<file path="config.mk">
export PLATFORM = sky130hd
export DESIGN_NAME = imm_gen_fifo_flat
export DESIGN_NICKNAME = d
export VERILOG_FILES = /design/src/rtl/imm_gen_fifo_pkg.sv /design/src/rtl/imm_gen_fifo_if.sv /design/src/rtl/imm_gen_fifo_mem.sv /design/src/rtl/imm_gen_fifo.sv /design/src/flat_wrapper.sv
export SDC_FILE = /design/constraint.sdc
export NUM_CORES = 1
export LEC_CHECK = 0
export CORE_MARGIN = 4
export CORE_UTILIZATION = 25
export DETAILED_ROUTE_END_ITERATION = 8
export GPL_TIMING_DRIVEN = 0
export SLEW_MARGIN = 0
export SYNTH_ARGS = -nofsm -noshare
export SYNTH_HDL_FRONTEND = slang
export SYNTH_HIERARCHICAL = 1
export SYNTH_SLANG_ARGS = --single-unit
</file>
<file path="constraint.sdc">
create_clock -name clk -period 3.2 [get_ports clk]
set_input_delay 0.8 -clock clk [delete_from_list [all_inputs] [get_ports clk]]
set_output_delay 0.8 -clock clk [all_outputs]
set_load 0.01 [all_outputs]
</file>
<file path="src/rtl/imm_gen_fifo_pkg.sv">
// imm_pkg: immediate-generation types and helpers shared by the immediate FIFO and IDU.
//   IMM_I..IMM_J   bit positions inside the one-hot type vector {J,U,B,S,I}
//   imm_type_t     5-bit one-hot immediate type
//   imm_extract()  AND-OR select of the sign-extended immediate (64 bits; callers
//                  keep the low XLEN bits, which is still a correct sign extension)
//   imm_multi_hot() true when more than one type bit is set
package imm_pkg;

  localparam int IMM_I      = 0;
  localparam int IMM_S      = 1;
  localparam int IMM_B      = 2;
  localparam int IMM_U      = 3;
  localparam int IMM_J      = 4;
  localparam int IMM_TYPE_W = 5;
  localparam int IMM_MAX_W  = 64;

  typedef logic [IMM_TYPE_W-1:0] imm_type_t;

  function automatic logic [IMM_MAX_W-1:0] imm_extract(input logic [31:0] inst,
                                                       input imm_type_t   typ);
    logic [IMM_MAX_W-1:0] i_imm, s_imm, b_imm, u_imm, j_imm;
    i_imm = {{52{inst[31]}}, inst[31:20]};
    s_imm = {{52{inst[31]}}, inst[31:25], inst[11:7]};
    b_imm = {{51{inst[31]}}, inst[31], inst[7], inst[30:25], inst[11:8], 1'b0};
    u_imm = {{32{inst[31]}}, inst[31:12], 12'h000};
    j_imm = {{43{inst[31]}}, inst[31], inst[19:12], inst[20], inst[30:21], 1'b0};
    // no priority: a multi-hot type yields the OR of the selected terms
    return ({IMM_MAX_W{typ[IMM_I]}} & i_imm) |
           ({IMM_MAX_W{typ[IMM_S]}} & s_imm) |
           ({IMM_MAX_W{typ[IMM_B]}} & b_imm) |
           ({IMM_MAX_W{typ[IMM_U]}} & u_imm) |
           ({IMM_MAX_W{typ[IMM_J]}} & j_imm);
  endfunction

  function automatic logic imm_multi_hot(input imm_type_t typ);
    return (typ & (typ - 5'd1)) != '0;
  endfunction

endpackage

</file>
<file path="src/rtl/imm_gen_fifo_if.sv">
// imm_gen_fifo_if: decode-side push and execute-side pop handshakes of the immediate FIFO.
//   flush                      pipeline redirect, clears the FIFO
//   in_valid/in_ready          push handshake; in_inst, in_type carry the raw instruction
//   out_valid/out_ready        pop handshake; out_imm, out_type carry the head entry
// master: the decode/execute pipeline around the FIFO; slave: the FIFO itself.
interface imm_gen_fifo_if #(parameter int XLEN = 64);
  import imm_pkg::*;

  logic            flush;
  logic            in_valid;
  logic            in_ready;
  logic [31:0]     in_inst;
  imm_type_t       in_type;
  logic            out_valid;
  logic            out_ready;
  logic [XLEN-1:0] out_imm;
  imm_type_t       out_type;

  modport master (
    output flush, in_valid, in_inst, in_type, out_ready,
    input  in_ready, out_valid, out_imm, out_type
  );

  modport slave (
    input  flush, in_valid, in_inst, in_type, out_ready,
    output in_ready, out_valid, out_imm, out_type
  );

endinterface

</file>
<file path="src/rtl/imm_gen_fifo_mem.sv">
// imm_fifo_mem: DEPTH x WIDTH register array for the immediate FIFO.
//   clk, rst_n      clock, async active-low reset (clears every entry)
//   we/waddr/wdata  synchronous write port
//   raddr/rdata     asynchronous read port
// Clearing the array on reset makes the head read back as zero right after reset.
module imm_fifo_mem #(
  parameter int DEPTH = 2,
  parameter int WIDTH = 69
) (
  input  logic                     clk,
  input  logic                     rst_n,
  input  logic                     we,
  input  logic [$clog2(DEPTH)-1:0] waddr,
  input  logic [WIDTH-1:0]         wdata,
  input  logic [$clog2(DEPTH)-1:0] raddr,
  output logic [WIDTH-1:0]         rdata
);

  logic [WIDTH-1:0] mem [DEPTH];

  always_ff @(posedge clk or negedge rst_n) begin
    if (!rst_n) begin
      for (int i = 0; i < DEPTH; i++) mem[i] <= '0;
    end else if (we) begin
      mem[waddr] <= wdata;
    end
  end

  assign rdata = mem[raddr];

endmodule

</file>
<file path="src/rtl/imm_gen_fifo.sv">
// imm_gen_fifo: extracts the RISC-V I/S/B/U/J immediate from a 32-bit instruction under a
// one-hot type vector and buffers {type, immediate} in a DEPTH-entry FIFO between IDU decode
// and the EXU operand stage.
//   clk, rst_n  clock, async active-low reset
//   bus         imm_gen_fifo_if.slave: flush, push side (in_*), pop side (out_*)
//   type_err    only with IMM_ONEHOT_CHK_EN defined: one-cycle pulse after a multi-hot push
// Parameters: XLEN (32 or 64) immediate width, DEPTH (power of two, >= 2) entries.
module imm_gen_fifo
  import imm_pkg::*;
#(
  parameter int XLEN  = 64,
  parameter int DEPTH = 2
) (
  input  logic          clk,
  input  logic          rst_n,
  imm_gen_fifo_if.slave bus
`ifdef IMM_ONEHOT_CHK_EN
  ,
  output logic          type_err
`endif
);

  localparam int AW = $clog2(DEPTH);
  localparam int EW = XLEN + IMM_TYPE_W;

  logic [AW-1:0]        wr_ptr, rd_ptr;
  logic [AW:0]          count;
  logic                 full, empty, push, pop;
  logic [IMM_MAX_W-1:0] imm_full;
  logic [EW-1:0]        wr_entry, rd_entry;

  assign full  = (count == (AW+1)'(DEPTH));
  assign empty = (count == '0);

  // in_ready comes only from stored state, so a pop while full cannot admit a push the same cycle
  assign bus.in_ready  = !full;
  assign bus.out_valid = !empty;

  assign push = bus.in_valid && !full;
  assign pop  = !empty && bus.out_ready;

  assign imm_full = imm_extract(bus.in_inst, bus.in_type);
  assign wr_entry = {bus.in_type, imm_full[XLEN-1:0]};

  imm_fifo_mem #(
    .DEPTH (DEPTH),
    .WIDTH (EW)
  ) u_mem (
    .clk   (clk),
    .rst_n (rst_n),
    .we    (push && !bus.flush),
    .waddr (wr_ptr),
    .wdata (wr_entry),
    .raddr (rd_ptr),
    .rdata (rd_entry)
  );

  assign bus.out_imm  = rd_entry[XLEN-1:0];
  assign bus.out_type = rd_entry[EW-1:XLEN];

  // pointers wrap on their own since DEPTH is a power of two
  always_ff @(posedge clk or negedge rst_n) begin
    if (!rst_n) begin
      wr_ptr <= '0;
      rd_ptr <= '0;
      count  <= '0;
    end else if (bus.flush) begin
      wr_ptr <= '0;
      rd_ptr <= '0;
      count  <= '0;
    end else begin
      if (push) wr_ptr <= wr_ptr + AW'(1);
      if (pop)  rd_ptr <= rd_ptr + AW'(1);
      case ({push, pop})
        2'b10:   count <= count + (AW+1)'(1);
        2'b01:   count <= count - (AW+1)'(1);
        default: count <= count;
      endcase
    end
  end

`ifdef IMM_ONEHOT_CHK_EN
  always_ff @(posedge clk or negedge rst_n) begin
    if (!rst_n) type_err <= 1'b0;
    else        type_err <= push && !bus.flush && imm_multi_hot(bus.in_type);
  end

`ifndef SYNTHESIS
  // multi-hot entries are still stored with the OR value, so this only warns
  a_onehot_push: assert property (@(posedge clk) disable iff (!rst_n)
    push |-> !imm_multi_hot(bus.in_type))
    else $warning("imm_gen_fifo: multi-hot in_type pushed");
`endif
`endif

endmodule

</file>
<file path="src/flat_wrapper.sv">
// flat-port wrapper written by rule: the top's interface ports become plain ports
module imm_gen_fifo_flat import imm_pkg::*;
#(
  parameter int XLEN  = 64,
  parameter int DEPTH = 2
)
  (clk, rst_n, bus_flush, bus_in_valid, bus_in_inst, bus_in_type, bus_out_ready, bus_in_ready, bus_out_valid, bus_out_imm, bus_out_type);
  imm_gen_fifo_if #(.XLEN(XLEN)) bus_i ();
  input  logic clk;
  input  logic rst_n;
  input wire logic [$bits(bus_i.flush)-1:0] bus_flush;
  input wire logic [$bits(bus_i.in_valid)-1:0] bus_in_valid;
  input wire logic [$bits(bus_i.in_inst)-1:0] bus_in_inst;
  input wire logic [$bits(bus_i.in_type)-1:0] bus_in_type;
  input wire logic [$bits(bus_i.out_ready)-1:0] bus_out_ready;
  output wire logic [$bits(bus_i.in_ready)-1:0] bus_in_ready;
  output wire logic [$bits(bus_i.out_valid)-1:0] bus_out_valid;
  output wire logic [$bits(bus_i.out_imm)-1:0] bus_out_imm;
  output wire logic [$bits(bus_i.out_type)-1:0] bus_out_type;
  assign bus_i.flush = bus_flush;
  assign bus_i.in_valid = bus_in_valid;
  assign bus_i.in_inst = bus_in_inst;
  assign bus_i.in_type = bus_in_type;
  assign bus_i.out_ready = bus_out_ready;
  assign bus_in_ready = bus_i.in_ready;
  assign bus_out_valid = bus_i.out_valid;
  assign bus_out_imm = bus_i.out_imm;
  assign bus_out_type = bus_i.out_type;
  imm_gen_fifo #(.XLEN(XLEN), .DEPTH(DEPTH)) u_core (.clk(clk), .rst_n(rst_n), .bus(bus_i));
endmodule
</file>
Word level (Yosys, flattened, before mapping)
Cells that the tools add are included.

Bits in registers: 142. Bits of input ports: 42. Output and inout port bits: 71. Word-level logic and storage cells: 49.

Add/subtract/negate cells: 4. Order comparisons: 3. Equality and inequality tests: 3. Multiplexer cells: 12. Bitwise gates (word level): 11. Reduce and logical (&&, ||, !) cells: 11.

Operators with widths (number): $and A64 B64 Y64 (5); $mux W69 (4); $or A64 B64 Y64 (4); $bwmux W138 (1); $demux W69 S1 (1); $eq A2 B2 Y1 const B (2); $ge A2 B2 Y1 const B (2); $logic_and A1 B1 Y1 (4); $mux W1 (4); $not A1 Y2 (2); $pmux W2 S2 (1); $reduce_bool A2 Y1 (2); $logic_not A1 Y1 (3); $reduce_bool A3 Y1 (1); $add A1 B1 Y1 const B (2); $add A2 B1 Y2 const B (1); $eq A2 B1 Y1 const B (1); $logic_not A2 Y1 (1); $lt A2 B1 Y1 const B (1); $mux W2 (1); $sub A2 B1 Y2 const B (1).

Longest topological paths before layout
Gate-level depths: netlist (run 1).

Word-level depth: 6. Mapped depth: 7. Gate-level depth less buffers: 4.

Hierarchy
Netlist (run 1), hierarchy kept.

By module, submodules not included: imm_fifo_mem (instances 1, cells an instance 370, area an instance 5987.0 um^2); imm_gen_fifo (instances 1, cells an instance 79, area an instance 553.0 um^2).

Least setup slack after synthesis (run 1)
OpenSTA, ideal clock, no wires.

Kind: input -> register. Start point: in bus_in_type[4]. End point: reg u_core/u_mem/mem[100] (netlist bit). Setup time: 0.126 ns. Arrival time: 2.260 ns. Data required time: 3.074 ns. Setup slack: 0.814 ns. Cell stages on the path: 4. Buffers on the path: 1. Cells stage by stage: or2_2 -> clkbuf_1 -> a21o_1 -> mux2_2.

Cells in the longest elaborated chain, start to end: 3.

Ends and longest elaborated chain: start: declaration (line flat_wrapper.sv:14) `input wire logic [$bits(bus_i.in_type)-1:0] bus_in_type;`; $and A64 B64 Y64 (line imm_gen_fifo_pkg.sv:32) `({IMM_MAX_W{typ[IMM_J]}} & j_imm);`; $or A64 B64 Y64 (line imm_gen_fifo_pkg.sv:31) `({IMM_MAX_W{typ[IMM_U]}} & u_imm) |`; named net u_core.imm_full[31] (line imm_gen_fifo.sv:29) `logic [IMM_MAX_W-1:0] imm_full;`; $bwmux W138 (line imm_gen_fifo_mem.sv:25) `mem[waddr] <= wdata;`; end signal: indexed assignment (line imm_gen_fifo_mem.sv:25); end: declaration (line imm_gen_fifo_mem.sv:19) `logic [WIDTH-1:0] mem [DEPTH];`.

The timed path passes the listed nets, and every way through them passes these cells. A chain may end at the register's enable or synchronous reset.

Final worst setup path (run 1)
Start point: reg u_core.rd_ptr. End point: out bus_out_imm[58].

Cells in the longest elaborated chain, start to end: 4.

Ends and longest elaborated chain: start: declaration (line imm_gen_fifo.sv:26) `logic [AW-1:0] wr_ptr, rd_ptr;`; start signal: assignment (line imm_gen_fifo.sv:73) `if (pop) rd_ptr <= rd_ptr + AW'(1);`; $not A1 Y2 (implied by the code) (line imm_gen_fifo_mem.sv:29) `assign rdata = mem[raddr];`; $mux W69 (implied by the code) (3 in series) (line imm_gen_fifo_mem.sv:29); end: declaration (line flat_wrapper.sv:18) `output wire logic [$bits(bus_i.out_imm)-1:0] bus_out_imm;`.

No other way between the ends. The select of a mux whose other input is x is not followed.

==> impl_metrics.env, run 1 <==
export IMPL_synth_seq_cells=142
export IMPL_cpPeakStageDelay_ps=480
export IMPL_setup_violations=0
export IMPL_cts_setup_buffers=0
export IMPL_period_share_pct=94.6
export IMPL_power_leakage_nw=3.47
export IMPL_path_cells="buf_2, buf_2, mux2_2, clkdlybuf4s50_1"
export IMPL_min_path_type="in -> async"
export IMPL_gp_congestion=0.758
export IMPL_grt_pass1_vias=4614
export IMPL_port_buffers=105
export IMPL_h_tree_depth=4
export IMPL_critPathSlowestCell="clkdlybuf4s50_1"
export IMPL_yosysTopAreaCellShare_pct=54.3
export IMPL_die_w_um=170
export IMPL_synth_yosys_seq_area_share_pct=54.3
export IMPL_hold_buffers=0
export IMPL_cts_sinks=142
export IMPL_fp_dieArea_um2=28800
export IMPL_synthCells=449
export IMPL_slew_headroom_pct=60.8
export IMPL_grt_max_degree=91
export IMPL_mostFrequentLayoutCells="193 x mux2_2, 142 x dfrtp_1, 104 x clkdlybuf4s50_1, 24 x nand2_1, 17 x clkbuf_16"
export IMPL_layoutNonFillerInstCount=916
export IMPL_area_delta_synth_final_pct=31.8
export IMPL_p_per_area_nw_per_um2=712
export IMPL_tightestPinTransition_ps=588
export IMPL_overflow=0
export IMPL_via_count=3995
export IMPL_drt_first_pass_iters=4
export IMPL_synth_fp_nets=491
export IMPL_clock_skew_ps=6.24
export IMPL_drt_wl_total_mm=16.4
export IMPL_start_kind="flop"
export IMPL_cts_tree="built"
export IMPL_status="complete, no violations"
export IMPL_synth_cell_area_um2=6540
export IMPL_viasPerCell=4.36
export IMPL_final_antenna_net_count=0
export IMPL_fin_util_pct=33.8
export IMPL_cts_buffers_inserted=17
export IMPL_endpoint_kind="primary output"
export IMPL_root_buffer="clkbuf_16"
export IMPL_dpl_cell_count=886
export IMPL_die_h_um=170
export IMPL_layout_drive_gt1_share_pct=45.6
export IMPL_dpl_hpwl_mm=11.7
export IMPL_synth_edf_count=0
export IMPL_track_usage_pct=11.8
export IMPL_worst_ep_required_time_ps=2400
export IMPL_preCtsSetupSlack_ps=233
export IMPL_setup_ws_ps=172
export IMPL_diodes=0
export IMPL_start_util_pct=25.7
export IMPL_slew_viol_final=0
export IMPL_irDropWorstVdd_uv=343
export IMPL_yosysWarnings=6
export IMPL_synth_main_ff_cell="dfrtp_1"
export IMPL_whs_ps=340
export IMPL_worst_path_most_repeated_cell="buf_2"
export IMPL_cp_data_arrival_time_ps=2230
export IMPL_drv_cap=0
export IMPL_synth_distinct_cells=29
export IMPL_antenna_found_initial=0
export IMPL_path_max_fanout=10
export IMPL_layout_nets=616
export IMPL_p_total_w=0.00614
export IMPL_synth_largest_area_cell="dfrtp_1"
export IMPL_synthTopCellsByArea="dfrtp_1 54%, mux2_2 33%, mux2_4 2.3%"
export IMPL_row_count=58
export IMPL_insertion_delay_ps=410
export IMPL_drtIter0Drc=158
export IMPL_rsz0062_at_grt="false"
export IMPL_max_freq_ghz=0.330
export IMPL_critPathKind="reg -> out"
export IMPL_finalHoldViolCount=0
export IMPL_wire_per_inst_um=17.9
export IMPL_syn_area_per_cell_um2=14.6
export IMPL_drcViolationCount=0
export IMPL_async_reset_ff_share_pct=100
export IMPL_clkSlewWorstSetupHoldPaths_ps=60
export IMPL_final_common_cell="mux2_2"
export IMPL_period_needed_ps=3030
export IMPL_clockBufferDepth=2
export IMPL_io_pins=113
export IMPL_coreArea_um2=25500
export IMPL_grt_pass1_wl_mm=26.2
## per-layer routing
layer,vias up,routed length (um),GRT usage [%]
li1,1853,-,-
met1,2061,7570,15.2
met2,67,8170,19.5
met3,14,432,2.54
met4,0,271,4.24
met5,-,0,0
## final cells by class
class | count | area [um2]
Clock inverter | 12 | 120
Timing Repair Buffer | 107 | 1100
Fill cell | 2463 | 16800
Inverter | 2 | 7.51
Sequential cell | 142 | 3550
Buffer | 26 | 173
Multi-Input combinational cell | 278 | 2800
Tap cell | 330 | 413
Clock buffer | 19 | 453
## timing repair
action	in CTS	in global routing
hold endpoints to repair	0	0
endpoints found under the setup margin	10	0
gates resized for setup	1	0
## cells in the mapped netlist (all sizes together) (2+ instances only)
master / n
clkbuf: 3
a21oi: 4
dfrtp: 142
mux2: 207
inv: 2
nand2: 24
nor2b: 2
and2b: 6
a21o: 10
or2: 5
a22o: 5
buf: 24
o21ai: 3
## cell families after synthesis
kind of cell	share of synthesized area, %
XOR/XNOR	0.134
multiplexers	36.4
AND/OR/NAND/NOR	3.62
buffers and inverters	2.83
flip-flops	54.3
AO/OA/AOI/OAI	2.72
## where the power goes
group          switching (W)  internal [W]
clock network       0.000748       0.00118
logic               0.000646       0.00106
registers           0.000233       0.00228
## worst max-delay path, delay by kind of cell (launching register included)
kind                   cells  cell delay [ps]
flip-flops                 1              400
multiplexers               1              400
buffers and inverters      3             1010
## through the flow
step / setup TNS, ps / area (um2)
after floorplan: 0 / 6540
after global placement: -620440 / 8000
after detailed placement: 0 / 8050
after CTS: 0 / 8620
after global routing: 0 / 8620
final: 0 / 8620
## flip-flops by register name, summed over array words and instances (netlist names)
register          count
u_core/count          2
u_core/u_mem/mem    138
u_core/wr_ptr         1
u_core/rd_ptr         1
## path summary, 6_finish.rpt
path | slack [ps] | to | cells past startpoint | startpoint
max in group asynchronous | 2010 | u_core/u_mem/mem[36]$_DFFE_PN0P_ | 2 | rst_n
max | 170 | bus_out_imm[58] | 4 | u_core/rd_ptr$_DFFE_PN0P_
min | 340 | u_core/u_mem/mem[78]$_DFFE_PN0P_ | 1 | rst_n
min reg2reg | 490 | u_core/u_mem/mem[65]$_DFFE_PN0P_ | 1 | u_core/u_mem/mem[65]$_DFFE_PN0P_
max reg2reg | 1160 | u_core/u_mem/mem[60]$_DFFE_PN0P_ | 6 | u_core/count[1]$_DFFE_PN0P_
min in group clk | 490 | u_core/u_mem/mem[65]$_DFFE_PN0P_ | 1 | u_core/u_mem/mem[65]$_DFFE_PN0P_
Note: power is estimated with default switching activity, not from simulation.
==> inputs of run 2 (changes only) <==
- ABC_AREA: default -> 1
- CAP_MARGIN: default -> 0
==> run 2 against run 1 <==
  * First-iteration DRC count grew to 3.6 times the previous value
  * Design area rose by 5.9%
  * Critical path depth unchanged
  * Total power grew 25%
  * Largest cell class unchanged
  * Synthesized cell count is 110% higher
  * Core utilization fell by 0.90 points
  * Sequential power up 18%
  * Routed wire length increased by 37%
  * Flip-flop and latch count unchanged
  * Combinational power increased by 71%
  * Synthesized area up 7.2%
  * Largest power group unchanged
  * Setup slack worse by 61 ps
==> impl_metrics.env, run 2 <==
export IMPL_layout_drive_gt1_share_pct=9.77
export IMPL_synth_top_cells_by_count="366 x nand2_1, 142 x dfrtp_1, 139 x nand3_1"
export IMPL_finalHoldViolCount=0
export IMPL_largest_reg_flops=138
export IMPL_yosysTopAreaCellShare_pct=50.7
export IMPL_h_tree_depth=4
export IMPL_synth_largest_area_cell="dfrtp_1"
export IMPL_min_path_type="in -> async"
export IMPL_setup_ws_ps=112
export IMPL_crit_reg2reg_launch="u_core/count[1]$_DFFE_PN0P_"
export IMPL_synth_edf_count=0
export IMPL_antenna_found_initial=0
export IMPL_start_kind="flop"
export IMPL_slew_headroom_pct=56.7
export IMPL_synth_distinct_cells=23
export IMPL_cp_data_arrival_time_ps=2290
export IMPL_setup_violations=0
export IMPL_final_antenna_net_count=0
export IMPL_period_needed_ps=3090
export IMPL_synth_fp_nets=968
export IMPL_grt_pass1_wl_mm=35.1
export IMPL_synthCells=926
export IMPL_whs_ps=339
export IMPL_mostFrequentLayoutCells="365 x nand2_1, 142 x dfrtp_1, 139 x nand3_1, 103 x clkdlybuf4s50_1, 92 x o21ai_0"
export IMPL_root_buffer="clkbuf_16"
export IMPL_synth_main_ff_cell="dfrtp_1"
export IMPL_syn_area_per_cell_um2=7.57
export IMPL_endpoint_kind="primary output"
export IMPL_critPathKind="reg -> out"
export IMPL_rsz0062_at_grt="false"
export IMPL_start_util_pct=25.3
export IMPL_stdcell_area_um2=9130
export IMPL_final_common_cell="nand2_1"
export IMPL_reg2reg_slack_ps=1450
export IMPL_p_per_area_nw_per_um2=842
export IMPL_drv_cap=0
export IMPL_coreArea_um2=27700
export IMPL_synth_yosys_seq_area_share_pct=50.7
export IMPL_synthTopCellsByArea="dfrtp_1 51%, nand2_1 20%, nand3_1 9.9%"
export IMPL_grt_max_degree=87
export IMPL_gp_congestion=0.833
export IMPL_top_regs="u_core/u_mem/mem x138, u_core/count x2"
export IMPL_r2r_cells=10
export IMPL_drtIter0Drc=569
export IMPL_diodes=0
export IMPL_tightestPinTransition_ps=649
export IMPL_preCtsSetupSlack_ps=131
export IMPL_fin_util_pct=32.9
export IMPL_synth_cell_area_um2=7010
export IMPL_cts_buffers_inserted=17
export IMPL_largest_register="u_core/u_mem/mem"
export IMPL_nFillCells=2965
export IMPL_dpl_cell_area_um2=8590
export IMPL_area_delta_synth_final_pct=30.2
export IMPL_layout_nets=1094
export IMPL_die_w_um=175
export IMPL_clkSlewWorstSetupHoldPaths_ps=60
export IMPL_grt_pass1_vias=6228
export IMPL_port_buffers=105
export IMPL_cts_tree="built"
export IMPL_fp_dieArea_um2=30800
export IMPL_insertion_delay_ps=430
export IMPL_power_leakage_nw=4.56
export IMPL_clockBufferDepth=2
export IMPL_overflow=0
export IMPL_viasPerCell=4.48
export IMPL_wire_per_inst_um=15.6
export IMPL_clock_skew_ps=11.2
export IMPL_drcViolationCount=0
export IMPL_max_freq_ghz=0.324
export IMPL_status="complete, no violations"
export IMPL_io_pins=113
export IMPL_worst_ep_required_time_ps=2400
export IMPL_track_usage_pct=14.5
export IMPL_period_share_pct=96.5
export IMPL_yosysWarnings=6
export IMPL_die_h_um=175
export IMPL_r2r_end="u_core/u_mem/mem[67]$_DFFE_PN0P_"
export IMPL_cts_sinks=142
export IMPL_via_count=6465
export IMPL_synth_seq_cells=142
export IMPL_slew_viol_final=0
export IMPL_synth_most_common_cell="nand2_1"
export IMPL_drt_wl_total_mm=22.5
export IMPL_async_reset_ff_share_pct=100
export IMPL_dpl_hpwl_mm=15.6
export IMPL_path_max_fanout=10
export IMPL_row_count=61
export IMPL_irDropWorstVdd_uv=417
export IMPL_drt_first_pass_iters=4
run 2: cell count changes in the layout (fill, tap and decap cells not counted), moves of 10 or more:
cell     change
o21ai_0     +89
mux2_2     -193
nand2_1    +341
inv_1       +84
mux2_4      -10
buf_2       +22
nand3_1    +139
run 2: layout make-up:
type / instances / area [um2] / area share [%]
plain buffers: 64 / 370 / 4.06
clock buffers: 20 / 447 / 4.89
clock inverters: 12 / 88.8 / 0.973
inverters: 89 / 337 / 3.69
multi-input cells: 631 / 2760 / 30.2
flip-flops and latches: 142 / 3550 / 38.9
well taps: 378 / 473 / 5.18
repair buffers: 107 / 1100 / 12.1
run 2: routing by layer:
| metal | global-route usage, % | vias to the layer above | part of all wire [%] |
|---|---|---|---|
| met1 | 20.8 | 3085 | 48 |
| met4 | 3.93 | 0 | 1.8 |
| li1 | - | 3171 | - |
| met3 | 3.03 | 24 | 5.4 |
| met2 | 22.4 | 185 | 45 |
| met5 | 0 | - | 0 |
run 2: worst max path at each step:
stage,from,end,slack [ps],cells past startpoint
final,u_core/rd_ptr$_DFFE_PN0P_,bus_out_imm[11],110,4
after CTS,u_core/rd_ptr$_DFFE_PN0P_,bus_out_imm[63],0.9,4
after floorplan,bus_in_type[4],u_core/u_mem/mem[100]$_DFFE_PN0P_,720,5
after detailed placement,bus_in_type[4],u_core/u_mem/mem[31]$_DFFE_PN0P_,130,7
after global placement,rst_n,u_core/u_mem/mem[41]$_DFFE_PN0P_,-4680,1
after global routing,u_core/rd_ptr$_DFFE_PN0P_,bus_out_imm[52],2,4
run 2: kinds of logic (layout without fill, tap and decap cells):
kind of cell | count (synthesis) | count (layout) | synth area share, %
flops | 142 | 142 | 50.7
buf+inv | 153 | 292 | 10.0
compound gates | 105 | 105 | 7.84
xor+xnor | 2 | 2 | 0.250
simple gates | 524 | 524 | 31.2
run 2: through the flow:
stage / power [W] / setup TNS (ps) / cells
after floorplan: 0.00441 / 0 / 926
after global placement: 0.00588 / -720470 / 1409
after detailed placement: 0.00594 / 0 / 1411
after CTS: 0.00778 / 0 / 1443
after global routing: 0.00824 / 0 / 1443
final: 0.00769 / 0 / 1443
run 2: worst max-delay path: stages (launching register included):
cell and delay (ps):
dfrtp_1 440, buf_4 190, clkbuf_2 260, o21ai_0 360
clkdlybuf4s50_1 610
run 2: power by group:
group          switching (W)  internal [W]
clock               0.000794       0.00101
sequential          0.000407       0.00256
combinational        0.00162       0.00129
total                0.00282       0.00487
run 2: repair_timing:
| item | in CTS | in global routing |
|---|---|---|
| buffers inserted | 0 | 0 |
| resized for setup | 7 | 5 |
| hold buffers | 0 | 0 |
| setup endpoints to repair | 18 | 18 |
